### config.mk
export PLATFORM = sky130hd
export DESIGN_NAME = horner_coeff_sequencer_flat
export DESIGN_NICKNAME = d
export VERILOG_FILES = /design/src/rtl/horner_coeff_sequencer_if.sv /design/src/rtl/horner_coeff_sequencer.sv /design/src/flat_wrapper.sv
export SDC_FILE = /design/constraint.sdc
export NUM_CORES = 1
export LEC_CHECK = 0
export CAP_MARGIN = 20
export CORE_MARGIN = 4
export CORE_UTILIZATION = 51
export DETAILED_ROUTE_END_ITERATION = 12
export PLACE_DENSITY = 0.76
export SYNTH_ARGS = -nofsm -noshare
export SYNTH_HDL_FRONTEND = slang
export SYNTH_SLANG_ARGS = --single-unit
### constraint.sdc
create_clock -name Clock -period 2.1 [get_ports Clock]
set_input_delay 0.21 -clock Clock [delete_from_list [all_inputs] [get_ports Clock]]
set_output_delay 0.21 -clock Clock [all_outputs]
set_load 0.02 [all_outputs]
### src/rtl/horner_coeff_sequencer_if.sv
// Handshake and datapath-control bundle between the Horner sequencer (master)
// and the coefficient mux / MAC datapath (slave).
interface horner_coeff_sequencer_if #(
  parameter int SEL_W = 4
);
  logic             srdyi_i;
  logic             busy_o;
  logic             x_load_o;
  logic [SEL_W-1:0] coeff_select_o;
  logic             acc_clr_o;
  logic             mac_en_o;
  logic             srdyo_o;

  modport master (
    input  srdyi_i,
    output busy_o,
    output x_load_o,
    output coeff_select_o,
    output acc_clr_o,
    output mac_en_o,
    output srdyo_o
  );

  modport slave (
    output srdyi_i,
    input  busy_o,
    input  x_load_o,
    input  coeff_select_o,
    input  acc_clr_o,
    input  mac_en_o,
    input  srdyo_o
  );
endinterface

### src/rtl/horner_coeff_sequencer.sv
// Horner-rule sequencer: walks coeff_select from NUM_COEFF-1 down to 0, one MAC per step.
// Optional macro HORNER_PENDING_REQ_EN adds a one-deep pending request captured while busy.
module horner_coeff_sequencer #(
  parameter int NUM_COEFF = 11,
  parameter int SEL_W     = 4,
  parameter int MUL_LAT   = 2
) (
  input  logic                      Clock,
  input  logic                      GlobalReset,
  horner_coeff_sequencer_if.master  seq
);

  localparam logic [2:0] ST_IDLE  = 3'd0;
  localparam logic [2:0] ST_LOAD  = 3'd1;
  localparam logic [2:0] ST_ISSUE = 3'd2;
  localparam logic [2:0] ST_WAIT  = 3'd3;
  localparam logic [2:0] ST_DONE  = 3'd4;

  localparam int               CNT_W     = 3;
  localparam logic [SEL_W-1:0] LAST_IDX  = SEL_W'(NUM_COEFF - 1);
  localparam logic [SEL_W-1:0] IDX_ONE   = SEL_W'(1);
  localparam logic [CNT_W-1:0] CNT_ONE   = CNT_W'(1);
  localparam logic [CNT_W-1:0] WAIT_INIT = CNT_W'((MUL_LAT > 0) ? (MUL_LAT - 1) : 0);

  logic [2:0]       state_q, state_d;
  logic [SEL_W-1:0] idx_q, idx_d;
  logic [CNT_W-1:0] cnt_q, cnt_d;

  logic             busy_q, busy_d;
  logic             x_load_q, x_load_d;
  logic [SEL_W-1:0] sel_q, sel_d;
  logic             clr_q, clr_d;
  logic             mac_q, mac_d;
  logic             srdyo_q, srdyo_d;

  logic             restart;

`ifdef HORNER_PENDING_REQ_EN
  logic pending_q, pending_d;

  // A request in DONE is served immediately by restarting; otherwise it is parked.
  assign restart = pending_q | seq.srdyi_i;

  always_comb begin
    pending_d = pending_q;
    if (state_q == ST_DONE) begin
      pending_d = 1'b0;
    end else if ((state_q != ST_IDLE) && seq.srdyi_i) begin
      pending_d = 1'b1;
    end
  end

  always_ff @(posedge Clock) begin
    if (GlobalReset) begin
      pending_q <= 1'b0;
    end else begin
      pending_q <= pending_d;
    end
  end
`else
  assign restart = 1'b0;
`endif

  // Next-state logic. idx holds the step being issued (and held through WAIT).
  always_comb begin
    // NOTE: every always_comb target gets a default first so no path can infer a latch.
    state_d = state_q;
    idx_d   = idx_q;
    cnt_d   = cnt_q;
    case (state_q)
      ST_IDLE: begin
        if (seq.srdyi_i) begin
          state_d = ST_LOAD;
        end
      end
      ST_LOAD: begin
        state_d = ST_ISSUE;
        idx_d   = LAST_IDX;
      end
      ST_ISSUE: begin
        if (MUL_LAT > 0) begin
          state_d = ST_WAIT;
          cnt_d   = WAIT_INIT;
        end else if (idx_q == '0) begin
          state_d = ST_DONE;
          idx_d   = LAST_IDX;
        end else begin
          state_d = ST_ISSUE;
          idx_d   = idx_q - IDX_ONE;
        end
      end
      ST_WAIT: begin
        if (cnt_q != '0) begin
          cnt_d = cnt_q - CNT_ONE;
        end else if (idx_q == '0) begin
          state_d = ST_DONE;
          idx_d   = LAST_IDX;
        end else begin
          state_d = ST_ISSUE;
          idx_d   = idx_q - IDX_ONE;
        end
      end
      ST_DONE: begin
        state_d = restart ? ST_LOAD : ST_IDLE;
      end
      default: begin
        state_d = ST_IDLE;
        idx_d   = LAST_IDX;
        cnt_d   = '0;
      end
    endcase
  end

  // Outputs are decoded from the next state so the registered values line up
  // with the state they belong to.
  always_comb begin
    busy_d   = (state_d != ST_IDLE);
    x_load_d = (state_d == ST_LOAD);
    mac_d    = (state_d == ST_ISSUE);
    clr_d    = (state_d == ST_ISSUE) && (idx_d == LAST_IDX);
    srdyo_d  = (state_d == ST_DONE);
    sel_d    = ((state_d == ST_ISSUE) || (state_d == ST_WAIT)) ? idx_d : '0;
  end

  always_ff @(posedge Clock) begin
    // NOTE: reset is synchronous here; GlobalReset is only looked at on the rising edge.
    if (GlobalReset) begin
      state_q  <= ST_IDLE;
      idx_q    <= LAST_IDX;
      cnt_q    <= '0;
      busy_q   <= 1'b0;
      x_load_q <= 1'b0;
      sel_q    <= '0;
      clr_q    <= 1'b0;
      mac_q    <= 1'b0;
      srdyo_q  <= 1'b0;
    end else begin
      // NOTE: non-blocking assignments keep every register sampling pre-edge values.
      state_q  <= state_d;
      idx_q    <= idx_d;
      cnt_q    <= cnt_d;
      busy_q   <= busy_d;
      x_load_q <= x_load_d;
      sel_q    <= sel_d;
      clr_q    <= clr_d;
      mac_q    <= mac_d;
      srdyo_q  <= srdyo_d;
    end
  end

  assign seq.busy_o         = busy_q;
  assign seq.x_load_o       = x_load_q;
  assign seq.coeff_select_o = sel_q;
  assign seq.acc_clr_o      = clr_q;
  assign seq.mac_en_o       = mac_q;
  assign seq.srdyo_o        = srdyo_q;

  // Schedule invariants: result strobe is single-cycle, load precedes the clearing MAC.
  a_srdyo_pulse : assert property (@(posedge Clock) disable iff (GlobalReset)
    srdyo_q |=> !srdyo_q);
  a_load_then_clr : assert property (@(posedge Clock) disable iff (GlobalReset)
    x_load_q |=> (mac_q && clr_q));
  a_no_overlap : assert property (@(posedge Clock) disable iff (GlobalReset)
    !(mac_q && x_load_q));

endmodule

### src/flat_wrapper.sv
// flat-port wrapper written by rule: the top's interface ports become plain ports
module horner_coeff_sequencer_flat 
#(
  parameter int NUM_COEFF = 11,
  parameter int SEL_W     = 4,
  parameter int MUL_LAT   = 2
)
  (Clock, GlobalReset, seq_srdyi_i, seq_busy_o, seq_x_load_o, seq_coeff_select_o, seq_acc_clr_o, seq_mac_en_o, seq_srdyo_o);
  horner_coeff_sequencer_if #(.SEL_W(SEL_W)) seq_i ();
  input  logic Clock;
  input  logic GlobalReset;
  input wire logic [$bits(seq_i.srdyi_i)-1:0] seq_srdyi_i;
  output wire logic [$bits(seq_i.busy_o)-1:0] seq_busy_o;
  output wire logic [$bits(seq_i.x_load_o)-1:0] seq_x_load_o;
  output wire logic [$bits(seq_i.coeff_select_o)-1:0] seq_coeff_select_o;
  output wire logic [$bits(seq_i.acc_clr_o)-1:0] seq_acc_clr_o;
  output wire logic [$bits(seq_i.mac_en_o)-1:0] seq_mac_en_o;
  output wire logic [$bits(seq_i.srdyo_o)-1:0] seq_srdyo_o;
  assign seq_i.srdyi_i = seq_srdyi_i;
  assign seq_busy_o = seq_i.busy_o;
  assign seq_x_load_o = seq_i.x_load_o;
  assign seq_coeff_select_o = seq_i.coeff_select_o;
  assign seq_acc_clr_o = seq_i.acc_clr_o;
  assign seq_mac_en_o = seq_i.mac_en_o;
  assign seq_srdyo_o = seq_i.srdyo_o;
  horner_coeff_sequencer #(.NUM_COEFF(NUM_COEFF), .SEL_W(SEL_W), .MUL_LAT(MUL_LAT)) u_core (.Clock(Clock), .GlobalReset(GlobalReset), .seq(seq_i));
endmodule
==> run metrics <==
outcome=completed; Mapped Cells=92; RSZ-0062 raised after global routing=no; CTS hold repair buffers=0; Slew headroom=about 72%; mux contribution to synthesized area=0%; Clock Latency Late Sink=0.30 ns; CTS H-Tree Depth=1; most frequent cells in the layout=dfxtp_1, nor2_1, clkdlybuf4s50_1; initial antenna violation count=0; fin nets=between 100 and 150; Post-Synth Adder-Cell Area=under 10%; Static Leakage=0.000392 uW; first-pass GRT wire length=3050 um; post-layout worst setup margin=between 0.2 and 0.3 ns; IO Count=12; Final Critical Period=1.82 ns; Post-Synth Simple-Gate Area=approximately a quarter; fin. max-slew vios=0; WP data arrival=2.02 ns; DR pass1 iterations=4; global route total overflow=0; CTS Sinks=19; FMAX=0.550 GHz; drt drc=0; maxcap violations=0; cell area power density=723 mW/mm^2; R2R depth=8; Global Route Usage Sum=between 10% and 20%; clock slew at reported path FFs=about 0.11 ns; Area growth, synth to finish=16.1%; Hold WC Path Type=reg -> reg; Mapped Avg Cell Area=between 9 and 10 um^2; clk buf depth=2; final period utilization=86.6%; post-route ant nets=0; dpl ws=around 0.29 ns; startpoint types=register; ANT cells=0; Worst Path Max Fanout=8; Fin. Hold Viols=0; DR iter-0 viols=10; Design Power=719 uW; Hold WS=around 0.54 ns; largest net degree at the start of global routing=12; complex-gate fraction of the synthesized area=19.4%; Initial Util=55.6%; Setup TNS=0 ns; CORE AREA=~0.0015 mm^2; Clock Skew=around 0.0038 ns; CTS tree=done; via count of the first global-routing pass=680; Placer Congestion=0.800; Non-Filler Instances=120; # port buffers=11; vias post-DR=between 600 and 700; register area share after synthesis=~44%; synthesized flop and latch total=19; Tightest Pin Transition=between 0.4 and 0.5 ns; post-DR vias/cell=5.38; Worst Setup Path Type=reg -> reg; Post-Syn Nets=98; DR WL/cell=roughly 14 um; die height=between 40 and 50 um; setup violators final=0; Synth cell types=37; Routed WL=~1700 um; Data required, critical path=between 2 and 2.5 ns; Ys Warns=0; Peak VDD IR=0.537 mV; Rows=14; Placed Cells=about 120; post-synth design cell area=about 860 um^2; Root Buffer=clkbuf_4; largest family of logic cells by synthesized area=simple AND/OR/NAND/NOR gates; Critical Path End Type=register; Hold Path Stages=2; Die Width=49.0 um; die area=about 0.0024 mm^2; filler instances=123; most common cell after layout, fill and taps aside=dfxtp_1; post-CTS sizing=0; Post-CTS Setup Bufs=0; share of cells above drive strength 1=17.3%; XOR/XNOR Fraction of Synth Area=0%; HPWL after detailed placement=1350 um; CTS buffer count=3
## worst max-delay path, cell delays in order, from the launching register on
cell	delay (ns)
dfxtp_1	0.37
inv_1	0.05
ha_1	0.18
ha_1	0.29
and2b_1	0.21
a21oi_1	0.12
a41oi_1	0.07
o32ai_2	0.33
nand2b_1	0.09
## worst paths after layout
check / from / end / slack [ns]
max reg2reg: u_core.cnt_q[1] / u_core.idx_q[3] / 0.28
max: u_core.cnt_q[1] / u_core.idx_q[3] / 0.28
min: u_core.cnt_q[1] / u_core.cnt_q[1] / 0.54
min reg2reg: u_core.cnt_q[1] / u_core.cnt_q[1] / 0.54
## metal layers
metal  up-vias  share of wire [%]  GRT usage (%)
met1       286                 46           20.1
met5         -                  0              0
met4         0                2.5           8.07
met3         5                4.1           4.59
li1        339                  -              -
met2        15                 48           25.7
## cells by family after synthesis
| family | count (synthesis) |
|---|---|
| adders and majority gates | 3 |
| DFF | 19 |
| AOI/OAI and AO/OA | 18 |
| and+or+nand+nor | 39 |
| buffers and inverters | 13 |
## through the flow
stage	instance area, um^2	util, %
6_report	995	64.5
5_1_grt	995	64.5
4_1_cts	995	64.5
3_5_place_dp	967	62.7
3_3_place_gp	967	62.7
2_1_floorplan	857	-
## flip-flops by register name, summed over array words and instances, names as in the netlist
| register | cells |
|---|---|
| u_core.seq.busy_o | 1 |
| u_core.state_q | 3 |
| u_core.seq.srdyo_o | 1 |
| u_core.idx_q | 4 |
| u_core.seq.mac_en_o | 1 |
| u_core.seq.coeff_select_o | 4 |
| u_core.cnt_q | 3 |
| u_core.seq.x_load_o | 1 |
| u_core.seq.acc_clr_o | 1 |
## cell usage after synthesis (all sizes together)
cell     number  area [um^2]
dfxtp        19          380
nor2         12         45.0
inv           9         33.8
nor3          7         45.0
nand2         6         22.5
a21oi         5         28.8
buf           3         23.8
ha            3         37.5
nand2b        3         21.3
nand3         3         20.0
a2bb2oi       2         17.5
o21bai        2         15.0
or2           2         12.5
a2111oi       1         15.0
a21boi        1         7.51
a22oi         1         21.3
a41oi         1         8.76
and2          1         8.76
and2b         1         7.51
clkbuf        1         3.75
nand4         1         6.26
nand4b        1         8.76
nor2b         1         6.26
nor3b         1         7.51
o21a          1         7.51
o21ai         1         5.00
o22ai         1         12.5
o32a          1         11.3
o32ai         1         16.3
## area by class of cell
cell class / instances / area, um^2 / share of cell area [%]
Inverter: 9 / 33.8 / 3.40
Clock buffer: 3 / 22.5 / 2.26
Clock inverter: 1 / 5.00 / 0.503
Sequential cell: 19 / 380 / 38.2
Multi-Input combinational cell: 60 / 415 / 41.8
Timing Repair Buffer: 12 / 118 / 11.8
Tap cell: 16 / 20.0 / 2.01
## power breakdown
part,internal [uW],switching [uW]
Combinational,59.0,75.3
Sequential,381,18.1
Clock,71.2,115
No activity file was read; power rests on OpenSTA's default activity.
